### config.mk
export PLATFORM = sky130hd
export DESIGN_NAME = ripple_adder_8bit
export DESIGN_NICKNAME = d
export VERILOG_FILES = /design/src/rtl/ripple_adder_8bit.sv
export SDC_FILE = /design/constraint.sdc
export NUM_CORES = 1
export LEC_CHECK = 0
export BUFFER_PORTS_ARGS = -buffer_cell sky130_fd_sc_hd__buf_2
export CAP_MARGIN = 10
export CORE_MARGIN = 2
export CORE_UTILIZATION = 45
export DETAILED_ROUTE_END_ITERATION = 16
export PLACE_DENSITY = 0.77
export SLEW_MARGIN = 20
export SYNTH_ARGS = -nofsm -noshare
export SYNTH_HDL_FRONTEND = slang
export SYNTH_SLANG_ARGS = --single-unit
### constraint.sdc
create_clock -name clk -period 1.7 [get_ports clk]
set_input_delay 0.255 -clock clk [delete_from_list [all_inputs] [get_ports clk]]
set_output_delay 0.255 -clock clk [all_outputs]
set_load 0.01 [all_outputs]
### src/rtl/ripple_adder_8bit.sv
// Registered 8-bit ripple-carry adder built from an explicit chain of full-adder stages.
// Optional status flags (overflow/zero/negative) are compiled only with RIPPLE_ADDER_FLAGS_EN.

module ripple_adder_8bit_fa (
  input  logic a,
  input  logic b,
  input  logic cin,
  output logic s,
  output logic cout
);
  assign s    = a ^ b ^ cin;
  assign cout = (a & b) | (cin & (a ^ b));
endmodule

module ripple_adder_8bit (
  input  logic       clk,
  input  logic       rst_n,
  input  logic [7:0] a,
  input  logic [7:0] b,
  input  logic       carry_in,
  input  logic       in_valid,
  output logic [7:0] sum,
  output logic       carry_out,
  output logic       out_valid,
  output logic       overflow,
  output logic       zero,
  output logic       negative
);

  logic [7:0] s_p0;
  logic [8:0] c_p0;
  logic [7:0] sum_p1;
  logic       cout_p1;
  logic       vld_p1;

  // Stage p0: combinational ripple chain, c_p0[i] is the carry into bit i
  assign c_p0[0] = carry_in;

  for (genvar i = 0; i < 8; i++) begin : g_stage
    ripple_adder_8bit_fa u_fa (
      .a    (a[i]),
      .b    (b[i]),
      .cin  (c_p0[i]),
      .s    (s_p0[i]),
      .cout (c_p0[i+1])
    );
  end

  // Stage p1: output registers, result held while in_valid is low
  always_ff @(posedge clk or negedge rst_n) begin
    if (!rst_n) begin
      sum_p1  <= 8'h00;
      cout_p1 <= 1'b0;
      vld_p1  <= 1'b0;
    end else begin
      vld_p1 <= in_valid;
      if (in_valid) begin
        sum_p1  <= s_p0;
        cout_p1 <= c_p0[8];
      end
    end
  end

  assign sum       = sum_p1;
  assign carry_out = cout_p1;
  assign out_valid = vld_p1;

`ifdef RIPPLE_ADDER_FLAGS_EN
  logic ovf_p1;
  logic zero_p1;
  logic neg_p1;

  // Signed overflow: carry into the sign bit disagrees with carry out of it
  always_ff @(posedge clk or negedge rst_n) begin
    if (!rst_n) begin
      ovf_p1  <= 1'b0;
      zero_p1 <= 1'b0;
      neg_p1  <= 1'b0;
    end else if (in_valid) begin
      ovf_p1  <= c_p0[7] ^ c_p0[8];
      zero_p1 <= (s_p0 == 8'h00);
      neg_p1  <= s_p0[7];
    end
  end

  assign overflow = ovf_p1;
  assign zero     = zero_p1;
  assign negative = neg_p1;
`else
  assign overflow = 1'b0;
  assign zero     = 1'b0;
  assign negative = 1'b0;
`endif

endmodule

==> impl_results.md, run 1 <==
* Period utilisation layout at 1.82
* Worst R2R Setup Slack at 0.94 ns
* Die Y-Extent at 40.5 µm
* Arrival @ worst endpoint at roughly 3.3 ns
* Vias at 388
* Fin nets at around 100
* Row count at 13
* Routed len/inst at ~11 µm
* CTS sink count at 10
* Gpl congestion at about 0.61
* DRC at 0
* Worst hold path class: input pin to register
* Fmax at 0.323 GHz
* Fin worst setup slack at -1.40 ns
* Global-route wire length before repair at 1.55 mm
* Req. time, crit path at between 1.5 and 2 ns
* Antenna Cells at 0
* Post-CTS Setup Inserts at 0
* Via density at between 4 and 5
* I/O Pins at 33
* Design Area, Final at 828 µm²
* Crit path time final at roughly 3.1 ns
* Violated checks: setup timing
* Hold Startpoint: in_valid
* Clk root buf: clkbuf_4
* Core area at 1270 µm²
* Vias in the first global route at around 380
* Antenna-violating nets left at 0
* Total wire length at ~980 µm
* Multi-input logic area at roughly 310 µm²
* Hold EP: out_valid
* Outcome: complete, but fails checks
* Clk buf depth at 2
* Initial antenna violation count at 0
* Die ar. at ~1600 µm²
* Max Cap Viol at 0
* Largest cells by area after synthesis: dfrtp_1 (42%), fa_1 (27%), mux2_4 (15%), inv_1 (5.6%), buf_4 (3.8%)
* Ys Warns at 0
* Filler cells at 113
* Post-layout util at 0.653
* Area grow syn2layout at 37.9%
* Leak Pwr at about 0.43 nW
* Worst vdd ir at 0.459 mV
* Most common cell in the netlist: dfrtp_1
* Syn Inst Count at 42
* Synth Flop Type: dfrtp_1
* Clock skew at 0 ns
* Layout cells sized above 1 at 0.685
* CP Capture Type: register
* Post-DP Area at 773 µm²
* Initial Utilization at 0.473
* Reg2reg start: sum[1]
* PortBufs at 29
* Worst Setup Path Type: input pin to register
* Unrepaired setup endpoints after global routing: yes
* Synthesized area per cell at about 14 µm²
* Count of unique library cells instantiated by Yosys at 10
* Largest net degree at the start of global routing at 12
* Hold depth at 1
* Fin. max-slew vios at 0
* Sequential share of the synthesized area at 0.417
* Total gr overflow at 0
* Clock slew at reported path FFs at 0.06 ns
* Top cells by count, synth: dfrtp_1 (10), inv_1 (9), fa_1 (8), mux2_4 (6), buf_4 (3)
* Die W at ~41 µm
* Pre-antenna DRT Iters at 4
* Critical Path Fanout Max at 1
* Clk Latency, worst-skew pair at between 0.2 and 0.3 ns
* Synth area leader: dfrtp_1
* DP Wirelength at a little over 800 µm
* CP Launch Type: input pin
* Total clock buffers created by CTS at 3
* PD cells at between 800 and 900 nW/µm²
* Final hold violation count at 0
* CTS tree: done
* #FFs+latches synth at 10
* H-tree Lvls at 1
* Tot GR Track Use at 0.153
* RR Endpoint: sum[1]
* Post-synth top area share at 0.417
* Iter 0 DRT Violations at 1
* Synthesized cell area at around 600 µm²
* Final Setup Violations at 6
* Post-synth EDFFs at 0
* Worst R2R Path Depth at 1
* Ys async rst share at 1.00
* Reg area at roughly 250 µm²
## repair_timing
item / in CTS / in global routing
endpoints found under the setup margin: 6 / 6
endpoints found under the hold margin: 10 / 0
resized for setup: 5 / 1
pin swaps: 1 / 0
gates cloned: 0 / 0
hold buffers: 1 / 0
## area by class of cell
| type | instances | area share |
|---|---|---|
| multi-input combinational | 21 | 0.372 |
| timing repair buffer | 30 | 0.215 |
| sequential | 10 | 0.302 |
| clock buffer | 3 | 0.0272 |
| tap | 15 | 0.0227 |
| inverter | 9 | 0.0619 |
## cell families after synthesis
family,count (synthesis),synth area share
compound gates,1,0.00833
fa+ha+maj,8,0.267
buf+inv,13,0.112
flops,10,0.417
mux,8,0.183
other cells,1,0.00624
simple gates,1,0.00624
## flip-flops by register name (all words and copies together), names as in the netlist
register   count
sum            8
out_valid      1
carry_out      1
## worst max-delay path: stages
cell	delay [ns]
buf_8	0.11
inv_12	0.04
fa_2	0.19
inv_2	0.04
fa_2	0.33
fa_2	0.35
fa_2	0.35
fa_2	0.35
fa_2	0.34
fa_2	0.34
inv_2	0.06
fa_1	0.39
mux2i_1	0.13
## metrics by stage
stage               worst slack (ns)  setup TNS [ns]  cells  power (mW)  hold WS (ns)
CTS                            -1.41           -5.28     88       0.719         0.283
global route                   -1.47           -5.49     88       0.766         0.291
global placement               -1.72           -7.38     84       0.550         0.125
finish                         -1.40           -5.22     88       0.703         0.294
detailed placement             -1.77           -7.70     84       0.561         0.126
floorplan                      -1.49           -5.81     44       0.460       -0.0406
## how the worst max path moves through the flow
stage               start  depth (start not counted)  slack (ns)      to
global route         a[0]                         13       -1.47  sum[7]
detailed placement   a[0]                         13       -1.77  sum[7]
global placement     a[0]                         13       -1.72  sum[7]
CTS                  a[0]                         13       -1.41  sum[7]
floorplan            a[0]                         12       -1.49  sum[7]
finish               a[0]                         13       -1.40  sum[7]
## metal layers
layer | GRT usage | part of all wire | up-vias
met5 | 0 | 0 | -
met4 | 0.0750 | 0.0082 | 0
met3 | 0.0500 | 0.10 | 2
met2 | 0.242 | 0.50 | 21
met1 | 0.185 | 0.39 | 182
li1 | - | - | 183
## layout by cell type (no fill, tap or decap)
master and instances:
fa_2 7, buf_8 1, buf_2 26, inv_2 3
inv_12 1, dlygate4sd3_1 1, a21oi_1 1, inv_6 1
fa_1 1, buf_6 2, mux2i_1 2, conb_1 3
inv_1 4, mux2_4 6, dfrtp_1 10, nor2_1 1
clkbuf_4 3
## where the power goes
part | leakage, nW | switching, mW | internal, mW | total, mW
clock network | 0.0138 | 0.0634 | 0.0807 | 0.144
registers | 0.116 | 0.0243 | 0.287 | 0.312
logic | 0.299 | 0.110 | 0.138 | 0.248
Power figures use the tool's default switching activity.
==> run 2, diff against run 1 <==
--- a/config.mk
+++ b/config.mk
@@ -7,11 +7,12 @@
 export LEC_CHECK = 0
 export BUFFER_PORTS_ARGS = -buffer_cell sky130_fd_sc_hd__buf_2
 export CAP_MARGIN = 10
-export CORE_MARGIN = 2
-export CORE_UTILIZATION = 45
+export CORE_AREA = 2 2 39 41
 export DETAILED_ROUTE_END_ITERATION = 16
-export PLACE_DENSITY = 0.77
+export DIE_AREA = 0 0 41 43
+export PLACE_DENSITY = 0.9
 export SLEW_MARGIN = 20
 export SYNTH_ARGS = -nofsm -noshare
 export SYNTH_HDL_FRONTEND = slang
+export SYNTH_HIERARCHICAL = 1
 export SYNTH_SLANG_ARGS = --single-unit
==> impl_results.md, run 2 <==
* Synthesized cell area at 583 µm² (-2.9%)
* CP Capture Type: register
* Synthesized area per cell at 18.2 µm² (+27%)
* Pre-CTS WS at -1.97 ns (-0.200 ns)
* Fin worst setup slack at -1.62 ns (-0.220 ns)
* Iter 0 DRT Violations at 1 (unchanged)
* Clk buf depth at 2 (unchanged)
* Final hold violation count at 0 (unchanged)
* Arrival @ worst endpoint at 3.48 ns (+0.21 ns)
* Layout cells sized above 1 at 0.781 (+0.0963)
* Internal Power at 0.562 mW (+11%)
* Worst vdd ir at 0.402 mV (-13%)
* CTS sink count at 10 (unchanged)
* DRC at 0 (unchanged)
* Worst Setup SP: a[0]
* CP Launch Type: input pin
* Fin. max-slew vios at 0 (unchanged)
* Largest net degree at the start of global routing at 11 (-1)
* Crit path time final at 3.32 ns (+0.220 ns)
* Critical Path Fanout Max at 1 (unchanged)
* Fin nets at 93 (-9.7%)
* Pre-antenna DRT Iters at 2 (-2)
* Post-Synth Simple-Gate Area at 0 (-0.00625)
* Clk root buf: clkbuf_4
* Final Setup Violations at 6 (unchanged)
* Xor and xnor area share after synthesis at 0 (unchanged)
* Die W at 41 µm (+1.2%)
* Total clock buffers created by CTS at 3 (unchanged)
* NetSw at 0.217 mW (+9.9%)
* Syn Inst Count at 32 (-24%)
* Max reg flops at 8 (unchanged)
* Die Y-Extent at 43 µm (+6.1%)
* Unrepaired setup endpoints after global routing: yes
* Die ar. at 1760 µm² (+7.3%)
* Vias in the first global route at 405 (+7.1%)
* Largest family of logic cells by synthesized area: adder cells
* Most frequent cells in the layout: buf_2 (28), dfrtp_1 (10), mux2_4 (9)
* Synth Flop Type: dfrtp_1
* Compound-gate portion of the synthesized area at 0 (-0.00833)
* CTS tree: done
* Worst R2R Path Depth at 1 (unchanged)
* Total wire length at 1.09 mm (+12%)
* Top cells by count, synth: dfrtp_1 (10), mux2_4 (9), fa_1 (8), buf_4 (3)
* Core area at 1380 µm² (+9.1%)
* I/O Pins at 33 (unchanged)
* Logic pwr share at 0.318 (-0.034)
* RR Endpoint: sum[5]
* Sequential share of the synthesized area at 0.429 (+0.0125)
* Routed len/inst at 13.6 µm (+23%)
* Post-synth top area share at 0.429 (+0.0125)
* Total gr overflow at 0 (unchanged)
* Initial antenna violation count at 0 (unchanged)
* Worst R2R Setup Slack at 0.94 ns (about the same)
* Sequential power share at 0.401 (-0.042)
* Worst hold path class: input pin to register
* Req. time, crit path at 1.86 ns (about the same)
* Leak Pwr at 0.394 nW (-8.1%)
* Count of unique library cells instantiated by Yosys at 6 (-4)
* #FFs+latches synth at 10 (unchanged)
* Worst Setup EP: sum[7]
* Tot GR Track Use at 0.153 (+0.000591)
* Post-CTS Setup Inserts at 0 (unchanged)
* Sw frac at 0.279 (-0.00218)
* H-tree Lvls at 1 (unchanged)
* Global-route wire length before repair at 1.66 mm (+7.6%)
* PortBufs at 29 (unchanged)
* Vias at 372 (-4.1%)
* Fmax at 0.301 GHz (-6.6%)
* Max Cap Viol at 0 (unchanged)
* Gpl congestion at 0.666 (+9.2%)
* Antenna-violating nets left at 0 (unchanged)
* Post-layout util at 0.574 (-0.0787)
* Worst Setup Path Type: input pin to register
* Power after layout at 0.779 mW (+11%)
* Reg2reg start: sum[5]
* Clock network fraction of total power at 0.281 (+0.076)
* Adder-cell area share of the yosys netlist at 0.275 (+0.00801)
* Initial Utilization at 0.421 (-0.0520)
* Outcome: complete, but fails checks
* Area grow syn2layout at 36.3%
* Antenna Cells at 0 (unchanged)
* Period utilisation layout at 1.95 (+0.130)
* Clock slew at reported path FFs at 0.07 ns (about the same)
* Mux contribution to synthesized area at 0.232 (+0.0484)
* Ys Warns at 6 (+6)
* Clock skew at 0 ns (unchanged)
* Row count at 14 (+1)
* Via density at 4.65 (+5.5%)
* Clk Latency, worst-skew pair at 0.27 ns (+0.02 ns)
* Ys async rst share at 1.00 (unchanged)
* PD cells at 981 nW/µm² (+15%)
* Synth area leader: dfrtp_1
* Largest cells by area after synthesis: dfrtp_1 (43%), fa_1 (27%), mux2_4 (23%), buf_4 (3.9%), buf_6 (1.9%)
* Violated checks: setup timing
* Post-synth EDFFs at 0 (unchanged)
* Most common cell in the netlist: dfrtp_1
* Commonest non-fill, non-tap cell in the layout: buf_2
run 2: cell types whose count changed in the layout (fill, tap and decap cells not counted), sizes merged:
| cell | delta |
|---|---|
| a21oi | -1 |
| clkbuf | +1 |
| inv | -9 |
| mux2 | +3 |
| mux2i | -2 |
| nor2 | -1 |
run 2: layout make-up:
type,instances,area [µm²]
clock buffer,4,36.3
fill,118,589
multi-input combinational,20,327
sequential,10,250
tap,16,20.0
timing repair buffer,30,161
run 2: logic make-up after synthesis:
family | Yosys count
DFF | 10
adders and majority gates | 8
other | 1
buffers and inverters | 4
muxes | 9
run 2: worst max-delay path: stages:
cell and delay (ns):
buf_6 0.09, fa_2 0.38, fa_2 0.35, fa_2 0.34
fa_2 0.34, fa_2 0.35, fa_2 0.34, fa_2 0.35
fa_2 0.40, mux2_4 0.26
run 2: power groups by stage:
stage,Combinational (mW),Clock [mW],Sequential (mW)
after global routing,0.276,0.239,0.320
after CTS,0.255,0.228,0.314
after detailed placement,0.250,0,0.318
after floorplan,0.123,0,0.342
final,0.248,0.219,0.312
after global placement,0.236,0,0.317
run 2: worst min-delay path by stage:
stage | start | end | slack, ns | cells after the start
finish | in_valid | out_valid | 0.26 | 1
global route | in_valid | out_valid | 0.26 | 1
CTS | in_valid | out_valid | 0.25 | 1
detailed placement | rst_n | sum[2] | 0.13 | 1
global placement | rst_n | sum[2] | 0.12 | 1
floorplan | rst_n | carry_out | -0.04 | 0
run 2: what timing repair did:
| item | in CTS | in global routing |
|---|---|---|
| hold buffers | 1 | 0 |
| pin swaps | 1 | 0 |
| gates cloned | 0 | 0 |
| hold endpoints to repair | 10 | 0 |
| endpoints found under the setup margin | 6 | 6 |
| resized for setup | 1 | 0 |
run 2: metrics by stage:
step / TNS, ns / cell area, µm² / std cells / hold WS [ns]
2_1_floorplan: -7.18 / 611 / 34 / -0.0406
3_3_place_gp: -8.19 / 742 / 75 / 0.119
3_5_place_dp: -8.55 / 742 / 75 / 0.129
4_1_cts: -6.23 / 795 / 80 / 0.254
5_1_grt: -6.51 / 795 / 80 / 0.259
6_report: -6.20 / 795 / 80 / 0.263
run 2: layer usage:
metal	GRT usage	up-vias	wire, µm
li1	-	163	-
met1	0.164	181	364
met2	0.244	24	568
met3	0.0471	4	136
met4	0.100	0	21
met5	0	-	0
==> run 3, diff against run 2 <==
--- a/config.mk
+++ b/config.mk
@@ -5,12 +5,13 @@
 export SDC_FILE = /design/constraint.sdc
 export NUM_CORES = 1
 export LEC_CHECK = 0
+export ABC_AREA = 1
 export BUFFER_PORTS_ARGS = -buffer_cell sky130_fd_sc_hd__buf_2
 export CAP_MARGIN = 10
 export CORE_AREA = 2 2 39 41
 export DETAILED_ROUTE_END_ITERATION = 16
 export DIE_AREA = 0 0 41 43
-export PLACE_DENSITY = 0.9
+export PLACE_DENSITY = 0.87
 export SLEW_MARGIN = 20
 export SYNTH_ARGS = -nofsm -noshare
 export SYNTH_HDL_FRONTEND = slang
==> impl_results.md, run 3 <==
* Outcome: complete, but fails checks
* Violated checks: setup timing
* Pre-CTS WS at -1.87 ns (+0.104 ns)
* Clock skew at 0 ns (unchanged)
* Die W at 41 µm (unchanged)
* Largest family of logic cells by synthesized area: adder cells
* Clk Latency, worst-skew pair at 0.26 ns (about the same)
* Total wire length at 1.08 mm (-1.1%)
* Commonest non-fill, non-tap cell in the layout: buf_2
* PortBufs at 29 (unchanged)
* Iter 0 DRT Violations at 8 (+7)
* Ys Warns at 6 (unchanged)
* Syn Inst Count at 51 (+59%)
* Gpl congestion at 0.669 (+0.41%)
* Top cells by count, synth: nand2_1 (27), dfrtp_1 (10), fa_1 (8), buf_4 (3)
* Pre-antenna DRT Iters at 4 (+2)
* Synth Flop Type: dfrtp_1
* DRC at 0 (unchanged)
* Worst vdd ir at 0.358 mV (-11%)
* Arrival @ worst endpoint at 3.42 ns (-0.06 ns)
* Max Cap Viol at 0 (unchanged)
* Routed len/inst at 10.9 µm (-20%)
* Die ar. at 1760 µm² (unchanged)
* Crit-path most repeated cell: fa_2
* Leak Pwr at 0.411 nW (+4.2%)
* Compound-gate portion of the synthesized area at 0 (unchanged)
* Xor and xnor area share after synthesis at 0 (unchanged)
* Clock slew at reported path FFs at 0.07 ns (about the same)
* Largest cells by area after synthesis: dfrtp_1 (45%), fa_1 (29%), nand2_1 (18%), buf_4 (4.1%), buf_6 (2.0%)
* Hold depth at 1 (unchanged)
* Max reg flops at 8 (unchanged)
* Most frequent cells in the layout: buf_2 (28), nand2_1 (27), dfrtp_1 (10)
* Multi-input logic area at 290 µm² (-11%)
* Fin. max-slew vios at 0 (unchanged)
* Antenna-violating nets left at 0 (unchanged)
* Clk root buf: clkbuf_4
* Core area at 1380 µm² (unchanged)
* Tot GR Track Use at 0.146 (-0.00794)
* Critical Path Stages at 11 (+1)
* Total clock buffers created by CTS at 3 (unchanged)
* Placed insts at 94 (+25%)
* CTS tree: done
* Final std cells w/o fill at 99 (+24%)
* Post-synth top area share at 0.452 (+0.0233)
* CP max stage delay at 0.44 ns (+0.04 ns)
* Clk buf depth at 2 (unchanged)
* CP Buf/Inv Count at 1 (unchanged)
* Post-Synth Simple-Gate Area at 0.183 (+0.183)
* CP Capture Type: register
* Final hold slack at 0.220 ns (-0.0431 ns)
* Initial antenna violation count at 0 (unchanged)
* Crit-path slowest cell: fa_1
* Fmax at 0.307 GHz (+1.9%)
* Row count at 14 (unchanged)
* Global-route wire length before repair at 1.70 mm (+2.1%)
* Post-CTS Setup Inserts at 0 (unchanged)
* I/O Pins at 33 (unchanged)
* Post-DP Area at 709 µm² (-4.4%)
* Req. time, crit path at 1.86 ns (about the same)
* Post-synth EDFFs at 0 (unchanged)
* Initial Utilization at 0.400 (-0.0217)
* Worst R2R Path Depth at 2 (+1)
* Design Area, Final at 762 µm² (-4.1%)
* Vias in the first global route at 438 (+8.1%)
* Layout cells sized above 1 at 0.494 (-0.287)
* Synth area leader: dfrtp_1
* PD cells at 915 nW/µm² (-6.7%)
* Unrepaired setup endpoints after global routing: yes
* Worst Setup Path Type: input pin to register
* Cells along the critical path: buf_6, fa_2, fa_2, fa_2, fa_2, fa_2, fa_2, fa_2, fa_1, nand2_1, nand2_1
* Synthesized area per cell at 10.8 µm² (-40%)
* Adder-cell area share of the yosys netlist at 0.290 (+0.0149)
* Filler cells at 135 (+14%)
* Crit-path leading delay family: adder cells
* Area grow syn2layout at 37.8%
* CTS sink count at 10 (unchanged)
* Fin worst setup slack at -1.56 ns (+0.0621 ns)
* Reg area at 250 µm² (unchanged)
* Count of unique library cells instantiated by Yosys at 7 (+1)
* Die Y-Extent at 43 µm (unchanged)
* Final hold violation count at 0 (unchanged)
* Vias at 452 (+22%)
* Antenna Cells at 0 (unchanged)
* Fin nets at 112 (+20%)
* Critical Path Fanout Max at 1 (unchanged)
* Sequential share of the synthesized area at 0.452 (+0.0233)
* H-tree Lvls at 1 (unchanged)
* Final Setup Violations at 6 (unchanged)
* #FFs+latches synth at 10 (unchanged)
* Ys async rst share at 1.00 (unchanged)
* Crit path time final at 3.26 ns (-0.0621 ns)
* Worst hold path class: input pin to register
* Via density at 4.57 (-1.8%)
* CP Launch Type: input pin
* Largest net degree at the start of global routing at 12 (+1)
* Synthesized cell area at 553 µm² (-5.2%)
* Most common cell in the netlist: nand2_1
* Post-layout util at 0.551 (-0.0235)
* Mux contribution to synthesized area at 0 (-0.232)
* Period utilisation layout at 1.92 (-0.0365)
* Total gr overflow at 0 (unchanged)
-- run 3: logic make-up after synthesis --
family	count (synthesis)
buf+inv	5
fa+ha+maj	8
simple gates	27
other cells	1
flops	10
-- run 3: layout make-up --
class / count / area share
Clock buffer: 4 / 0.0476
Multi-Input combinational cell: 38 / 0.381
Inverter: 1 / 0.00493
Tap cell: 16 / 0.0263
Timing Repair Buffer: 30 / 0.212
Sequential cell: 10 / 0.328
-- run 3: routing by layer --
metal / wire (µm) / GRT usage / share of wire
met1: 393 / 0.165 / 0.36
met2: 604 / 0.247 / 0.56
met3: 80 / 0.0314 / 0.074
met4: 0 / 0.0600 / 0
met5: 0 / 0 / 0
-- run 3: repair_timing --
item,CTS,global route
pin swaps,1,1
endpoints found under the hold margin,10,0
setup endpoints to repair,6,6
hold buffers,1,0
gates resized for setup,1,0
-- run 3: power breakdown --
part / internal, mW / switching [mW] / total, mW
clock: 0.130 / 0.0872 / 0.217
combinational: 0.0852 / 0.0987 / 0.184
sequential: 0.276 / 0.0203 / 0.296
-- run 3: worst register-to-register path: cells and delay by family, from the launching register on --
kind / cells / cell delay [ns]
AND/OR/NAND/NOR: 2 / 0.12
flip-flops: 1 / 0.40
-- run 3: per-stage QoR --
stage / TNS (ns) / power, mW
2_1_floorplan: -6.41 / 0.398
3_3_place_gp: -7.45 / 0.473
3_5_place_dp: -7.77 / 0.486
4_1_cts: -5.83 / 0.706
5_1_grt: -6.14 / 0.741
6_report: -5.77 / 0.697
-- run 3: worst paths after layout --
kind / from / endpoint / slack [ns]
worst min-delay path: in_valid / out_valid / 0.22
worst min register to register: sum[2] / sum[2] / 0.47
worst max-delay path: a[0] / sum[7] / -1.56
worst max register to register: sum[4] / sum[4] / 1.07
max in group asynchronous: rst_n / sum[6] / 1.14
min in group asynchronous: rst_n / sum[0] / 0.38
